--- config.mk ---
export PLATFORM = sky130hd
export DESIGN_NAME = srl_fifo_hs_flat
export DESIGN_NICKNAME = d
export VERILOG_FILES = /design/src/rtl/srl_fifo_pkg.sv /design/src/rtl/srl_fifo_hs_if.sv /design/src/rtl/srl_fifo_hs_shiftreg.sv /design/src/rtl/srl_fifo_hs.sv /design/src/flat_wrapper.sv
export SDC_FILE = /design/constraint.sdc
export NUM_CORES = 1
export LEC_CHECK = 0
export CAP_MARGIN = 10
export CORE_MARGIN = 8
export CORE_UTILIZATION = 44
export CTS_BUF_LIST = sky130_fd_sc_hd__clkbuf_16
export DETAILED_ROUTE_END_ITERATION = 10
export HOLD_SLACK_MARGIN = 0.1
export PLACE_DENSITY = 0.86
export SLEW_MARGIN = 15
export SYNTH_ARGS = -nofsm -noshare
export SYNTH_HDL_FRONTEND = slang
export SYNTH_SLANG_ARGS = --single-unit
--- constraint.sdc ---
create_clock -name clk -period 2.9 [get_ports clk]
set_input_delay 0.435 -clock clk [delete_from_list [all_inputs] [get_ports clk]]
set_output_delay 0.435 -clock clk [all_outputs]
set_load 0.01 [all_outputs]
--- src/rtl/srl_fifo_pkg.sv ---
// Shared definitions for the SRL-based handshake FIFO: sizing helpers,
// the start-token default depth and the per-cycle operation encoding.
package srl_fifo_pkg;

  localparam int START_TOKEN_DEPTH = 6;

  // {push, pop} as seen by the occupancy counter
  typedef enum logic [1:0] {
    OP_IDLE = 2'b00,
    OP_POP  = 2'b01,
    OP_PUSH = 2'b10,
    OP_BOTH = 2'b11
  } fifo_op_e;

  function automatic int clog2(input int v);
    int r;
    r = 0;
    for (int i = 0; i < 31; i++)
      if ((1 << i) < v) r = i + 1;
    return r;
  endfunction

  // bits needed to hold an occupancy of 0..depth
  function automatic int cnt_width(input int depth);
    return clog2(depth + 1);
  endfunction

endpackage

--- src/rtl/srl_fifo_hs_if.sv ---
// Write/read handshake and occupancy bundle of the SRL FIFO.
// slave = the FIFO itself, master = the process feeding and draining it.
interface srl_fifo_hs_if #(
  parameter int DATA_WIDTH = 1,
  parameter int ADDR_WIDTH = 3
) ();

  logic                  if_write_ce;
  logic                  if_write;
  logic [DATA_WIDTH-1:0] if_din;
  logic                  if_full_n;
  logic                  if_almost_full;
  logic                  if_read_ce;
  logic                  if_read;
  logic [DATA_WIDTH-1:0] if_dout;
  logic                  if_empty_n;
  logic                  if_almost_empty;
  logic [ADDR_WIDTH:0]   if_num_data_valid;
  logic [ADDR_WIDTH:0]   if_fifo_cap;

  modport slave (
    input  if_write_ce, if_write, if_din, if_read_ce, if_read,
    output if_full_n, if_almost_full, if_dout, if_empty_n, if_almost_empty,
           if_num_data_valid, if_fifo_cap
  );

  modport master (
    output if_write_ce, if_write, if_din, if_read_ce, if_read,
    input  if_full_n, if_almost_full, if_dout, if_empty_n, if_almost_empty,
           if_num_data_valid, if_fifo_cap
  );

endinterface

--- src/rtl/srl_fifo_hs_shiftreg.sv ---
// Pure shift-register storage: entry 0 takes din on we, everything else
// moves up one slot. Read is an asynchronous mux, so it maps onto SRL primitives.
module srl_fifo_hs_shiftreg #(
  parameter int DATA_WIDTH = 1,
  parameter int ADDR_WIDTH = 3,
  parameter int DEPTH      = 6
) (
  input  logic                  clk,
  input  logic                  we,
  input  logic [ADDR_WIDTH-1:0] addr,
  input  logic [DATA_WIDTH-1:0] din,
  output logic [DATA_WIDTH-1:0] dout
);

  logic [DATA_WIDTH-1:0] mem [DEPTH];

  always_ff @(posedge clk)
    if (we) mem[0] <= din;

  for (genvar i = 1; i < DEPTH; i++) begin : g_stage
    always_ff @(posedge clk)
      if (we) mem[i] <= mem[i-1];
  end

  assign dout = mem[addr];

endmodule

--- src/rtl/srl_fifo_hs.sv ---
// SRL FIFO with show-ahead read, registered occupancy flags, a high-watermark
// and sticky overflow/underflow bits. Storage lives in srl_fifo_hs_shiftreg.
module srl_fifo_hs
  import srl_fifo_pkg::*;
#(
  parameter int DATA_WIDTH = 1,
  parameter int DEPTH      = START_TOKEN_DEPTH,
  parameter int ADDR_WIDTH = 3,
  parameter int AF_THRESH  = DEPTH - 1,
  parameter int AE_THRESH  = 1
) (
  input  logic                clk,
  input  logic                reset,
  srl_fifo_hs_if.slave        fifo,
  input  logic                clr_stats,
  output logic [ADDR_WIDTH:0] high_water,
  output logic                ovf,
  output logic                udf
);

  localparam int CW = ADDR_WIDTH + 1;
  typedef logic [CW-1:0]         cnt_t;
  typedef logic [ADDR_WIDTH-1:0] addr_t;

  localparam cnt_t DEPTH_C = cnt_t'(DEPTH);
  localparam cnt_t AF_C    = cnt_t'(AF_THRESH);
  localparam cnt_t AE_C    = cnt_t'(AE_THRESH);

  if (DEPTH < 2) begin : g_bad_depth
    $error("srl_fifo_hs: DEPTH must be at least 2");
  end
  if ((1 << ADDR_WIDTH) < DEPTH) begin : g_bad_addr
    $error("srl_fifo_hs: ADDR_WIDTH too narrow for DEPTH");
  end
  if (CW < cnt_width(DEPTH)) begin : g_bad_cnt
    $error("srl_fifo_hs: occupancy counter too narrow for DEPTH");
  end

  cnt_t     count, next_count, hw_base, next_hw;
  addr_t    addr, next_addr;
  logic     wr_req, rd_req, push, pop;
  fifo_op_e op;

  always_comb begin
    wr_req     = fifo.if_write_ce & fifo.if_write;
    rd_req     = fifo.if_read_ce & fifo.if_read;
    // full refuses the write even if a pop frees a slot this cycle
    push       = wr_req & fifo.if_full_n;
    pop        = rd_req & fifo.if_empty_n;
    op         = fifo_op_e'({push, pop});
    next_count = count;
    case (op)
      OP_PUSH: next_count = count + cnt_t'(1);
      OP_POP:  next_count = count - cnt_t'(1);
      default: next_count = count;
    endcase
    next_addr  = (next_count == '0) ? '0 : addr_t'(next_count - cnt_t'(1));
    // clr_stats restarts the watermark from the occupancy it sees now
    hw_base    = clr_stats ? count : high_water;
    next_hw    = (next_count > hw_base) ? next_count : hw_base;
  end

  always_ff @(posedge clk) begin
    if (reset) begin
      count                <= '0;
      addr                 <= '0;
      fifo.if_empty_n      <= 1'b0;
      fifo.if_full_n       <= 1'b1;
      fifo.if_almost_empty <= 1'b1;
      fifo.if_almost_full  <= (AF_THRESH == 0);
      high_water           <= '0;
      ovf                  <= 1'b0;
      udf                  <= 1'b0;
    end else begin
      count                <= next_count;
      addr                 <= next_addr;
      fifo.if_empty_n      <= (next_count != '0);
      fifo.if_full_n       <= (next_count != DEPTH_C);
      fifo.if_almost_empty <= (next_count <= AE_C);
      fifo.if_almost_full  <= (next_count >= AF_C);
      high_water           <= next_hw;
      // a new error in the clearing cycle still sets the flag
      ovf                  <= (ovf & ~clr_stats) | (wr_req & ~fifo.if_full_n);
      udf                  <= (udf & ~clr_stats) | (rd_req & ~fifo.if_empty_n);
    end
  end

  assign fifo.if_num_data_valid = count;
  assign fifo.if_fifo_cap       = DEPTH_C;

  srl_fifo_hs_shiftreg #(
    .DATA_WIDTH (DATA_WIDTH),
    .ADDR_WIDTH (ADDR_WIDTH),
    .DEPTH      (DEPTH)
  ) u_srl (
    .clk  (clk),
    .we   (push & ~reset),
    .addr (addr),
    .din  (fifo.if_din),
    .dout (fifo.if_dout)
  );

endmodule

--- src/flat_wrapper.sv ---
// flat-port wrapper written by rule: the top's interface ports become plain ports
module srl_fifo_hs_flat import srl_fifo_pkg::*;
#(
  parameter int DATA_WIDTH = 1,
  parameter int DEPTH      = START_TOKEN_DEPTH,
  parameter int ADDR_WIDTH = 3,
  parameter int AF_THRESH  = DEPTH - 1,
  parameter int AE_THRESH  = 1
)
  (clk, reset, clr_stats, high_water, ovf, udf, fifo_if_write_ce, fifo_if_write, fifo_if_din, fifo_if_read_ce, fifo_if_read, fifo_if_full_n, fifo_if_almost_full, fifo_if_dout, fifo_if_empty_n, fifo_if_almost_empty, fifo_if_num_data_valid, fifo_if_fifo_cap);
  srl_fifo_hs_if #(.DATA_WIDTH(DATA_WIDTH), .ADDR_WIDTH(ADDR_WIDTH)) fifo_i ();
  input  logic clk;
  input  logic reset;
  input  logic clr_stats;
  output logic [ADDR_WIDTH:0] high_water;
  output logic ovf;
  output logic udf;
  input wire logic [$bits(fifo_i.if_write_ce)-1:0] fifo_if_write_ce;
  input wire logic [$bits(fifo_i.if_write)-1:0] fifo_if_write;
  input wire logic [$bits(fifo_i.if_din)-1:0] fifo_if_din;
  input wire logic [$bits(fifo_i.if_read_ce)-1:0] fifo_if_read_ce;
  input wire logic [$bits(fifo_i.if_read)-1:0] fifo_if_read;
  output wire logic [$bits(fifo_i.if_full_n)-1:0] fifo_if_full_n;
  output wire logic [$bits(fifo_i.if_almost_full)-1:0] fifo_if_almost_full;
  output wire logic [$bits(fifo_i.if_dout)-1:0] fifo_if_dout;
  output wire logic [$bits(fifo_i.if_empty_n)-1:0] fifo_if_empty_n;
  output wire logic [$bits(fifo_i.if_almost_empty)-1:0] fifo_if_almost_empty;
  output wire logic [$bits(fifo_i.if_num_data_valid)-1:0] fifo_if_num_data_valid;
  output wire logic [$bits(fifo_i.if_fifo_cap)-1:0] fifo_if_fifo_cap;
  assign fifo_i.if_write_ce = fifo_if_write_ce;
  assign fifo_i.if_write = fifo_if_write;
  assign fifo_i.if_din = fifo_if_din;
  assign fifo_i.if_read_ce = fifo_if_read_ce;
  assign fifo_i.if_read = fifo_if_read;
  assign fifo_if_full_n = fifo_i.if_full_n;
  assign fifo_if_almost_full = fifo_i.if_almost_full;
  assign fifo_if_dout = fifo_i.if_dout;
  assign fifo_if_empty_n = fifo_i.if_empty_n;
  assign fifo_if_almost_empty = fifo_i.if_almost_empty;
  assign fifo_if_num_data_valid = fifo_i.if_num_data_valid;
  assign fifo_if_fifo_cap = fifo_i.if_fifo_cap;
  srl_fifo_hs #(.DATA_WIDTH(DATA_WIDTH), .DEPTH(DEPTH), .ADDR_WIDTH(ADDR_WIDTH), .AF_THRESH(AF_THRESH), .AE_THRESH(AE_THRESH)) u_core (.clk(clk), .reset(reset), .fifo(fifo_i), .clr_stats(clr_stats), .high_water(high_water), .ovf(ovf), .udf(udf));
endmodule
==> results.toml <==
[grt]
first_pass_grt_wire_length_um = 5240
antenna_violations_before_repair = 0
total_gr_overflow = 0
grt_pass1_vias = 1074
grt.total_usage_pct = 15.2
largest_net_degree_at_the_start_of_global_routing = 14

[timing]
final.hold.worst_slack_ns = 0.455
setup_tns_ns = 0
timing.fmax_ghz = 0.355
finalSetupViolCount = 0
tightest_slew_ns = 0.543
finalClockSkew_ns = 0.00173
final_hold_viol_count = 0
max_slew_margin_pct = 63.7
timing_max_transition_violations_final = 0
fin_crit_sh_pct = 97.1
rsz0062_at_grt = "no"
period_minus_slack_ns = 2.82

[logic_synthesis]
synth-compound-area-share_pct = 9.61
synth-seq-cells = 23
synth.yosys.warnings = 0
synth.distinct_cells = 33
synthesis.instances = 105
xor_xnor_cell_area_share_of_the_yosys_netlist_pct = 3.78
main_combinational_cell_family_by_area_after_synthesis = "multiplexers"
synth_area_leaders = "dfxtp_1 (29%), edfxtp_1 (16%), ha_1 (9.7%)"
syn_area_cell_um2 = 11.0
yosysTopAreaCellShare_pct = 29.4
post-synth-top-area-cell = "dfxtp_1"
synth_mux_area_share_pct = 12.4
synth_seq_area_share_pct = 44.9
synth_simple_gate_area_share_pct = 12.2
synth_adder_area_share_pct = 10.7
synthesis.area_um2 = 1160

[power]
power.leakage_nw = 0.758
totalPowerFinal_mw = 1.17
power_density_nw_per_um2 = 658
worst_ir_drop_vdd_uv = 494

[critical_path]
r2r_slack_ns = 0.08
critical_path.max_fanout = 4
slowest_delay_ns = 0.32
critical_path_depth_in_cells = 17
timing.critical_path.slowest_stage_cell = "dfxtp_2"
critical_path_rt_ns = 3.05
worst_r2r_startpoint = "u_core.fifo.if_empty_n$_SDFF_PP0_"
startpoint = "u_core.fifo.if_empty_n$_SDFF_PP0_"
cp.arrival_ns = 2.96
crit_buf_inv = 9
critical_path.cell_chain = "and3_4, ha_4, xor2_1, ha_1, mux2i_2, buf_4, buf_4, buf_4, buf_4, buf_4, buf_4, ha_2, inv_1, nor2_2, buf_4, buf_4, o21a_1"
worst_r2r_path_depth = 17
worst-setup-path-type = "reg2reg"
start_kind = "flip-flop"
path_delay_family = "buffers and inverters"
critical_path.endpoint_type = "flip-flop"
crit_top_cell = "buf_4"

[clock_network]
cts.sinks = 23
tritoncts.num_buffers = 3
clkLatencyLatePin_ns = 0.25
tritoncts_clock_tree = "built"
htreeDepth = 1
root_buffer = "clkbuf_16"
clkSlewWorstSetupHoldPaths_ns = 0.06
clock_tree.buffer_depth = 2
hold_buffers = 0

[floorplan]
core_area_um2 = 2480
dieHeight_um = 67.3
initial_utilization_pct = 46.8
top_ports = 27
floorplan.die_area_um2 = 4530
die_w_um = 67.3
num_rows = 18

[detailed_routing]
wl_met2_um = 1640
drcViolationCount = 0
wl_per_cell_um = 16.7
route.detailed.vias_per_inst = 5.14
m1WireLength_um = 1200
firstDrtPassIters = 4
wl_met3_um = 219
num_vias = 961
drt_wl_total_um = 3130
highest-signal-layer = "met4"
drt_first_iter_violations = 15
post_route_antenna_net_violation_count = 0

[final_layout]
nFillCells = 178
fin_util_pct = 71.8
mostFrequentLayoutCell = "buf_4"
fraction_of_final_layout_cells_with_drive_strength_greater_than_1_pct = 43.3
final_nets = 175
mostFrequentLayoutCells = "buf_4 (30), clkdlybuf4s50_1 (18), dfxtp_1 (15), nor2_1 (11), edfxtp_1 (6)"
diodes = 0
area_growth_syn_to_fin_pct = 53.5
fin_area_um2 = 1780

[hold_path]
worst_hold_path_type = "in2reg"
hold_path_startpoint = "fifo_if_read"

[placement]
place_area_um2 = 1580
placement.io_buffers = 22
place_hpwl_um = 2110
place.gp.congestion = 0.755

[status]
run_status = "complete, no violations"

[job]
maxCapViolations = 0
## stage by stage
step                      setup WS (ns)  std cells
after detailed placement         -0.555        170
after floorplan                 0.00569        107
after global routing           0.000766        187
after CTS                        0.0126        187
after global placement           -0.494        170
final                            0.0831        187
## synthesized netlist by cell type, drive strengths merged
cell type,n
o2111ai,1
nand3b,2
nand3,2
nor2,12
a21oi,8
maj3,1
and3,1
o21a,1
mux2i,5
a211oi,2
nand4bb,1
dfxtp,17
mux4,1
inv,5
clkbuf,2
conb,2
and2,2
nand2,1
edfxtp,6
xor2,2
nand2b,2
o21ai,3
ha,9
a22oi,1
and4bb,1
nor2b,2
xnor2,3
mux2,6
buf,4
## layout make-up
class	count	area (um^2)	area share, %
clock buffers	3	75.1	4.22
flip-flops and latches	23	523	29.4
repair buffers	52	425	23.9
clock inverters	1	5.00	0.281
well taps	30	37.5	2.11
inverters	5	18.8	1.06
multi-input cells	73	693	39.0
## power breakdown
part | switching [mW] | leakage [nW] | total [mW] | internal [mW]
combinational | 0.202 | 0.523 | 0.484 | 0.281
clock | 0.110 | 0.0409 | 0.295 | 0.185
sequential | 0.0270 | 0.194 | 0.392 | 0.365
total | 0.339 | 0.758 | 1.17 | 0.831
## worst reg2reg max path, cell delays in order, from the launching register on
cell and delay (ns):
dfxtp_2 0.32, and3_4 0.16, ha_4 0.17, xor2_1 0.14, ha_1 0.31, mux2i_2 0.09, buf_4 0.15, buf_4 0.12
buf_4 0.13, buf_4 0.13, buf_4 0.12, buf_4 0.14, ha_2 0.18, inv_1 0.08, nor2_2 0.06, buf_4 0.12
buf_4 0.12, o21a_1 0.17
## worst min path at each step
stage / slack (ns) / cells after the start / to
floorplan: 0.42 / 0 / u_core.u_srl.mem[3]$_DFFE_PP_
global placement: 0.44 / 0 / u_core.u_srl.mem[4]$_DFFE_PP_
detailed placement: 0.45 / 0 / u_core.u_srl.mem[5]$_DFFE_PP_
CTS: 0.47 / 0 / u_core.u_srl.mem[5]$_DFFE_PP_
global route: 0.49 / 0 / u_core.u_srl.mem[4]$_DFFE_PP_
finish: 0.45 / 3 / u_core.udf$_SDFF_PP0_
## cell families after synthesis
logic type      Yosys count
simple gates             26
flops                    23
compound gates           16
mux                      12
buf+inv                  11
fa+ha+maj                10
xor+xnor                  5
other cells               2
## repair_timing
action / 4_1_cts / 5_1_grt
pin swaps: 8 / 10
buffers inserted: 13 / 1
resized for setup: 11 / 13
setup endpoints to repair: 7 / 9
cloned: 0 / 0
## layer usage
layer | vias up | track usage [%]
met4 | 0 | 5.22
met1 | 450 | 15.9
met3 | 8 | 3.64
li1 | 465 | -
met5 | - | 0
met2 | 38 | 28.7
Power figures use the tool's default switching activity.
